## config.mk

```make
export PLATFORM = sky130hd
export DESIGN_NAME = pong_score_keeper_flat
export DESIGN_NICKNAME = d
export VERILOG_FILES = /design/src/rtl/pong_score_keeper_if.sv /design/src/rtl/pong_score_keeper.sv /design/src/flat_wrapper.sv
export SDC_FILE = /design/constraint.sdc
export NUM_CORES = 1
export LEC_CHECK = 0
export ABC_AREA = 1
export BUFFER_PORTS_ARGS = -buffer_cell sky130_fd_sc_hd__buf_2
export CAP_MARGIN = 0
export CORE_MARGIN = 5
export CORE_UTILIZATION = 53
export CTS_CLUSTER_SIZE = 10
export DETAILED_ROUTE_END_ITERATION = 12
export GPL_TIMING_DRIVEN = 1
export HOLD_SLACK_MARGIN = 0.1
export MAX_ROUTING_LAYER = met4
export PLACE_DENSITY = 0.78
export REMOVE_ABC_BUFFERS = 1
export SLEW_MARGIN = 25
export SYNTH_ARGS = -nofsm -noshare
export SYNTH_HDL_FRONTEND = slang
export SYNTH_SLANG_ARGS = --single-unit
```

## constraint.sdc

```tcl
create_clock -name clk -period 2.05 [get_ports clk]
set_clock_uncertainty 0.15 [all_clocks]
set_input_delay 0.41 -clock clk [delete_from_list [all_inputs] [get_ports clk]]
set_output_delay 0.41 -clock clk [all_outputs]
set_load 0.1 [all_outputs]
```

## src/rtl/pong_score_keeper_if.sv

```systemverilog
// pong_score_keeper_if: game-control signals between ball engine, score keeper and display
interface pong_score_keeper_if;
  logic       frame_tick;
  logic       start;
  logic       score1;
  logic       score2;
  logic       ball_rst;
  logic       play_en;
  logic [3:0] p1_score;
  logic [3:0] p2_score;
  logic       game_over;
  logic [1:0] winner;
  logic [6:0] seg;
  logic [3:0] an;
  modport master (
    output frame_tick, start, score1, score2,
    input  ball_rst, play_en, p1_score, p2_score, game_over, winner, seg, an
  );
  modport slave (
    input  frame_tick, start, score1, score2,
    output ball_rst, play_en, p1_score, p2_score, game_over, winner, seg, an
  );
endinterface

```

## src/rtl/pong_score_keeper.sv

```systemverilog
// pong_score_keeper: serve/pause/game-over FSM with point counters; SCORE_7SEG_EN adds the 4-digit score display
module pong_score_keeper #(
  parameter int WIN_SCORE    = 7,
  parameter int PAUSE_FRAMES = 60,
  parameter int SEG_DIV_BITS = 18
) (
  input logic            clk,
  input logic            reset,
  pong_score_keeper_if.slave bus
);
  localparam logic [1:0] IDLE  = 2'd0;
  localparam logic [1:0] PLAY  = 2'd1;
  localparam logic [1:0] PAUSE = 2'd2;
  localparam logic [1:0] OVER  = 2'd3;
  if (WIN_SCORE < 1 || WIN_SCORE > 9 || PAUSE_FRAMES < 1 || PAUSE_FRAMES > 255 || SEG_DIV_BITS < 2) begin : g_bad_params
    $error("pong_score_keeper: parameter out of legal range");
  end
  logic [1:0] state, state_n;
  logic       score1_q, score2_q;
  logic [7:0] pause_cnt;
  logic [3:0] p1, p2;
  logic [1:0] winner;
  logic       edge1, edge2, p1_wins, p2_wins;
  logic [3:0] p1_inc, p2_inc;
  assign edge1   = bus.score1 & ~score1_q;
  assign edge2   = bus.score2 & ~score2_q;
  assign p1_inc  = p1 + 4'd1;
  assign p2_inc  = p2 + 4'd1;
  assign p1_wins = p1_inc == 4'(WIN_SCORE);
  assign p2_wins = p2_inc == 4'(WIN_SCORE);
  always_comb begin
    state_n = state == IDLE  ? (bus.start ? PLAY : IDLE) :
              state == PLAY  ? (edge1 ? (p1_wins ? OVER : PAUSE) :
                                edge2 ? (p2_wins ? OVER : PAUSE) : PLAY) :
              state == PAUSE ? (bus.frame_tick && pause_cnt == 8'd1 ? PLAY : PAUSE) :
                               (bus.start ? PLAY : OVER);
  end
  // edge1 wins a tie with edge2; the losing edge is simply dropped
  always_ff @(posedge clk or posedge reset) begin
    if (reset) begin
      state     <= IDLE;
      score1_q  <= 1'b0;
      score2_q  <= 1'b0;
      pause_cnt <= 8'd0;
      p1        <= 4'd0;
      p2        <= 4'd0;
      winner    <= 2'b00;
    end else begin
      state    <= state_n;
      score1_q <= bus.score1;
      score2_q <= bus.score2;
      pause_cnt <= state == PLAY && state_n == PAUSE ? 8'(PAUSE_FRAMES) :
                   state == PAUSE && bus.frame_tick ? pause_cnt - 8'd1 : pause_cnt;
      if (state == PLAY && edge1) begin
        p1 <= p1_inc;
        if (p1_wins) winner <= 2'b01;
      end else if (state == PLAY && edge2) begin
        p2 <= p2_inc;
        if (p2_wins) winner <= 2'b10;
      end else if (state == OVER && bus.start) begin
        p1     <= 4'd0;
        p2     <= 4'd0;
        winner <= 2'b00;
      end
    end
  end
  assign bus.ball_rst  = state != PLAY;
  assign bus.play_en   = state == PLAY;
  assign bus.game_over = state == OVER;
  assign bus.p1_score  = p1;
  assign bus.p2_score  = p2;
  assign bus.winner    = winner;
`ifdef SCORE_7SEG_EN
  logic [SEG_DIV_BITS-1:0] div;
  logic [1:0]              dig;
  logic [6:0]              seg_n, seg_r;
  logic [3:0]              an_r;
  function automatic logic [6:0] enc(input logic [3:0] v);
    case (v)
      4'd0: enc = 7'h40;
      4'd1: enc = 7'h79;
      4'd2: enc = 7'h24;
      4'd3: enc = 7'h30;
      4'd4: enc = 7'h19;
      4'd5: enc = 7'h12;
      4'd6: enc = 7'h02;
      4'd7: enc = 7'h78;
      4'd8: enc = 7'h00;
      4'd9: enc = 7'h10;
      default: enc = 7'h7F;
    endcase
  endfunction
  // select field 0,1,2,3 lights digits 3,2,1,0
  assign dig = ~div[SEG_DIV_BITS-1 -: 2];
  always_comb begin
    seg_n = dig == 2'd3 ? enc(p1) :
            dig == 2'd0 ? enc(p2) :
            state == IDLE ? 7'h7F : 7'h3F;
  end
  always_ff @(posedge clk or posedge reset) begin
    if (reset) begin
      div   <= '0;
      seg_r <= 7'h7F;
      an_r  <= 4'hF;
    end else begin
      div   <= div + 1'b1;
      seg_r <= seg_n;
      an_r  <= ~(4'b0001 << dig);
    end
  end
  assign bus.seg = seg_r;
  assign bus.an  = an_r;
`else
  assign bus.seg = 7'h7F;
  assign bus.an  = 4'hF;
`endif
endmodule

```

## src/flat_wrapper.sv

```systemverilog
// flat-port wrapper written by rule: the top's interface ports become plain ports
module pong_score_keeper_flat 
#(
  parameter int WIN_SCORE    = 7,
  parameter int PAUSE_FRAMES = 60,
  parameter int SEG_DIV_BITS = 18
)
  (clk, reset, bus_frame_tick, bus_start, bus_score1, bus_score2, bus_ball_rst, bus_play_en, bus_p1_score, bus_p2_score, bus_game_over, bus_winner, bus_seg, bus_an);
  pong_score_keeper_if bus_i ();
  input logic clk;
  input logic reset;
  input wire logic [$bits(bus_i.frame_tick)-1:0] bus_frame_tick;
  input wire logic [$bits(bus_i.start)-1:0] bus_start;
  input wire logic [$bits(bus_i.score1)-1:0] bus_score1;
  input wire logic [$bits(bus_i.score2)-1:0] bus_score2;
  output wire logic [$bits(bus_i.ball_rst)-1:0] bus_ball_rst;
  output wire logic [$bits(bus_i.play_en)-1:0] bus_play_en;
  output wire logic [$bits(bus_i.p1_score)-1:0] bus_p1_score;
  output wire logic [$bits(bus_i.p2_score)-1:0] bus_p2_score;
  output wire logic [$bits(bus_i.game_over)-1:0] bus_game_over;
  output wire logic [$bits(bus_i.winner)-1:0] bus_winner;
  output wire logic [$bits(bus_i.seg)-1:0] bus_seg;
  output wire logic [$bits(bus_i.an)-1:0] bus_an;
  assign bus_i.frame_tick = bus_frame_tick;
  assign bus_i.start = bus_start;
  assign bus_i.score1 = bus_score1;
  assign bus_i.score2 = bus_score2;
  assign bus_ball_rst = bus_i.ball_rst;
  assign bus_play_en = bus_i.play_en;
  assign bus_p1_score = bus_i.p1_score;
  assign bus_p2_score = bus_i.p2_score;
  assign bus_game_over = bus_i.game_over;
  assign bus_winner = bus_i.winner;
  assign bus_seg = bus_i.seg;
  assign bus_an = bus_i.an;
  pong_score_keeper #(.WIN_SCORE(WIN_SCORE), .PAUSE_FRAMES(PAUSE_FRAMES), .SEG_DIV_BITS(SEG_DIV_BITS)) u_core (.clk(clk), .reset(reset), .bus(bus_i));
endmodule
```

==> impl_metrics.json <==
{
  "fin_crit_sh_pct": 96.9,
  "track_usage_pct": 16.6,
  "period_needed_ns": 1.99,
  "clockPowerShare_pct": 8.9,
  "worstHoldStart": "bus_start",
  "synth_cells": 172,
  "path_max_fanout": 5,
  "core_area_sq_mm": 0.00243,
  "start_util_pct": 54.7,
  "outcome": "finished, final reports clean",
  "drc_errors": 0,
  "num_antenna_cells": 0,
  "finalMaxSlewViolations": 0,
  "peakVddDrop_mv": 1.06,
  "overflow": 0,
  "vias": 1083,
  "tritoncts": "built",
  "synth_top_family_by_area": "simple AND/OR/NAND/NOR gates",
  "p_comb_share_pct": 59.8,
  "grt_pass1_vias": 1034,
  "cts-root-buf": "clkbuf_4",
  "muxShareOfSynthArea_pct": 0,
  "power_leakage_nw": 0.825,
  "worstReg2RegStart": "u_core.bus.p2_score[0]",
  "clock_latency_ns": 0.31,
  "p_seq_share_pct": 31.3,
  "nFillCells": 217,
  "syn_area_sq_mm": 0.00133,
  "grt_max_degree": 23,
  "slowest_stage": "dfrtp_1",
  "intPower_mw": 0.862,
  "crit_path_max_incr_delay_ns": 0.51,
  "setup_viol": 0,
  "area_growth_pct": 10.7,
  "startpoint_type": "register",
  "whs_endpoint": "u_core.state[0]",
  "firstDrtPassIters": 4,
  "place_hpwl_um": 2030,
  "ys_top_cells_by_count": "42 x nand2_1, 33 x inv_1, 22 x dfrtp_1",
  "min_path_type": "in -> reg",
  "syn_avg_cell_area_sq_um": 7.74,
  "place_inst": 220,
  "setup-tns-final_ns": 0,
  "gp_congestion": 0.782,
  "final-instance-count-excl-fill": 226,
  "antenna_found_initial": 0,
  "rsz0062_at_grt": "false",
  "postSynth.topFlopCell": "dfrtp_1",
  "initialDrtViolationCount": 54,
  "cp.required_ns": 1.49,
  "hold_depth": 5,
  "cts.sinks": 22,
  "yosysTopAreaCell": "dfrtp_1",
  "holdWs_ns": 0.295,
  "synth-xor-area-share_pct": 1.97,
  "critPathKind": "reg -> out",
  "cts_resized": 0,
  "fp.dieW_um": 60.1,
  "yosys-top-cells-area": "dfrtp_1 41%, nand2_1 12%, inv_1 9.3%",
  "ys_warn_count": 0,
  "dieArea_sq_mm": 0.00361,
  "io_pins": 30,
  "grt_pass1_wl_um": 4390,
  "synth.most_common_cell": "nand2_1",
  "numCtsBuffers": 3,
  "numPortBuffers": 18,
  "power_switching_mw": 1.32,
  "std_cell_rows": 18,
  "powerDensity_mw_per_mm2": 1480,
  "synthSimpleGateAreaFrac_pct": 28.9,
  "endpoint_kind": "primary output",
  "reg2reg_slack_ns": 0.38,
  "postSynth.asyncResetShare_pct": 100,
  "nets": 210,
  "synth-seq-cells": 22,
  "timing.rr.end": "u_core.pause_cnt[2]",
  "cts_buffer_depth": 2,
  "max_freq_ghz": 0.503,
  "hold_viol": 0,
  "synth-compound-area-share_pct": 5.83,
  "path_cells": "nand2_1 -> inv_1 -> buf_2",
  "synthAdderAreaFrac_pct": 5.64,
  "switching_share_pct": 60.4,
  "synth.top_cell.area_share_pct": 41.4,
  "critPathArrivalTime_ns": 1.43,
  "wl_um": 2560,
  "r2r_cells": 9,
  "h-tree-depth": 1,
  "ys_seq_area_share_pct": 41.4,
  "drive_above_1_share_pct": 18.4,
  "wl_per_cell_um": 11.3,
  "maxCapViolCount": 0,
  "path_clk_slew_ns": 0.11,
  "via_per_inst": 4.79,
  "die_h_um": 60.1,
  "ys_types": 23,
  "ant_nets": 0,
  "synth_edf_count": 0
}
==> registers in the layout, indices dropped and copies added (netlist names) <==
| signal | cells |
|---|---|
| u_core.pause_cnt | 8 |
| u_core.bus.winner | 2 |
| u_core.bus.p1_score | 4 |
| u_core.score2_q | 1 |
| u_core.state | 2 |
| u_core.score1_q | 1 |
| u_core.bus.p2_score | 4 |
==> how the worst max path moves through the flow <==
stage	start	to
floorplan	u_core.state[1]	u_core.state[0]
global placement	u_core.state[1]	bus_play_en
detailed placement	u_core.bus.p2_score[0]	u_core.pause_cnt[2]
CTS	u_core.state[1]	bus_game_over
global route	u_core.state[1]	bus_play_en
finish	u_core.state[1]	bus_game_over
==> worst max-delay path, delay by kind of cell, from the launching register on <==
kind	cells	cell delay (ns)
buf+inv	2	0.49
flops	1	0.51
simple gates	1	0.12
==> power by group through the flow <==
| stage | combinational (mW) | sequential [mW] | clock [mW] |
|---|---|---|---|
| final | 1.30 | 0.681 | 0.195 |
| after global routing | 1.40 | 0.702 | 0.214 |
| after CTS | 1.30 | 0.680 | 0.196 |
| after detailed placement | 1.30 | 0.688 | 0 |
| after global placement | 1.27 | 0.672 | 0 |
| after floorplan | 0.751 | 1.02 | 0 |
==> logic make-up (layout without fill, tap and decap cells) <==
logic type	count (synthesis)	in the layout
AOI/OAI and AO/OA	13	13
xor gates and xnor gates	3	3
adders and majority gates	6	6
buffers and inverters	46	60
DFF	22	22
other	1	11
and+or+nand+nor	81	81
==> per-layer routing <==
metal / vias to the layer above / global-route usage, % / part of all wire (%)
met2: 26 / 26.9 / 48
met3: 5 / 1.94 / 4.0
li1: 550 / - / -
met1: 502 / 21.4 / 46
met4: 0 / 5.70 / 1.7
met5: - / - / 0
==> area by class of cell <==
cell class	count	area [sq um]	area share (%)
well taps	30	37.5	2.55
repair buffers	22	128	8.66
multi-input cells	114	604	41.0
inverters	35	131	8.91
clock buffers	3	22.5	1.53
flip-flops and latches	22	551	37.4
==> cell usage in the layout, fill, tap and decap left out, types with 2 or more instances in the layout <==
cell           count
nand2_1           42
inv_1             33
dfrtp_1           22
buf_2             18
nor2_1            15
conb_1            11
nand3_1            9
ha_1               6
o21ai_0            5
o22ai_1            5
nor2_4             3
nand2_2            3
nand4_1            3
clkbuf_4           3
dlygate4sd3_1      3
inv_2              2
nor2_2             2
a21oi_1            2
xnor2_1            2
==> per-stage QoR <==
step                      area, sq um  util, %  power, mW  setup WS, ns
after global routing             1470     60.6       2.31       0.00953
after global placement           1420     58.4       1.94         0.427
after detailed placement         1420     58.4       1.98         0.412
after floorplan                  1290        -       1.77        -0.226
after CTS                        1470     60.6       2.18        0.0673
final                            1470     60.6       2.18        0.0636
==> timing repair <==
item,in CTS,in global routing
setup endpoints to repair,0,0
setup buffers,0,0
hold buffers,3,0
hold endpoints to repair,24,0
Power figures use the tool's default switching activity.
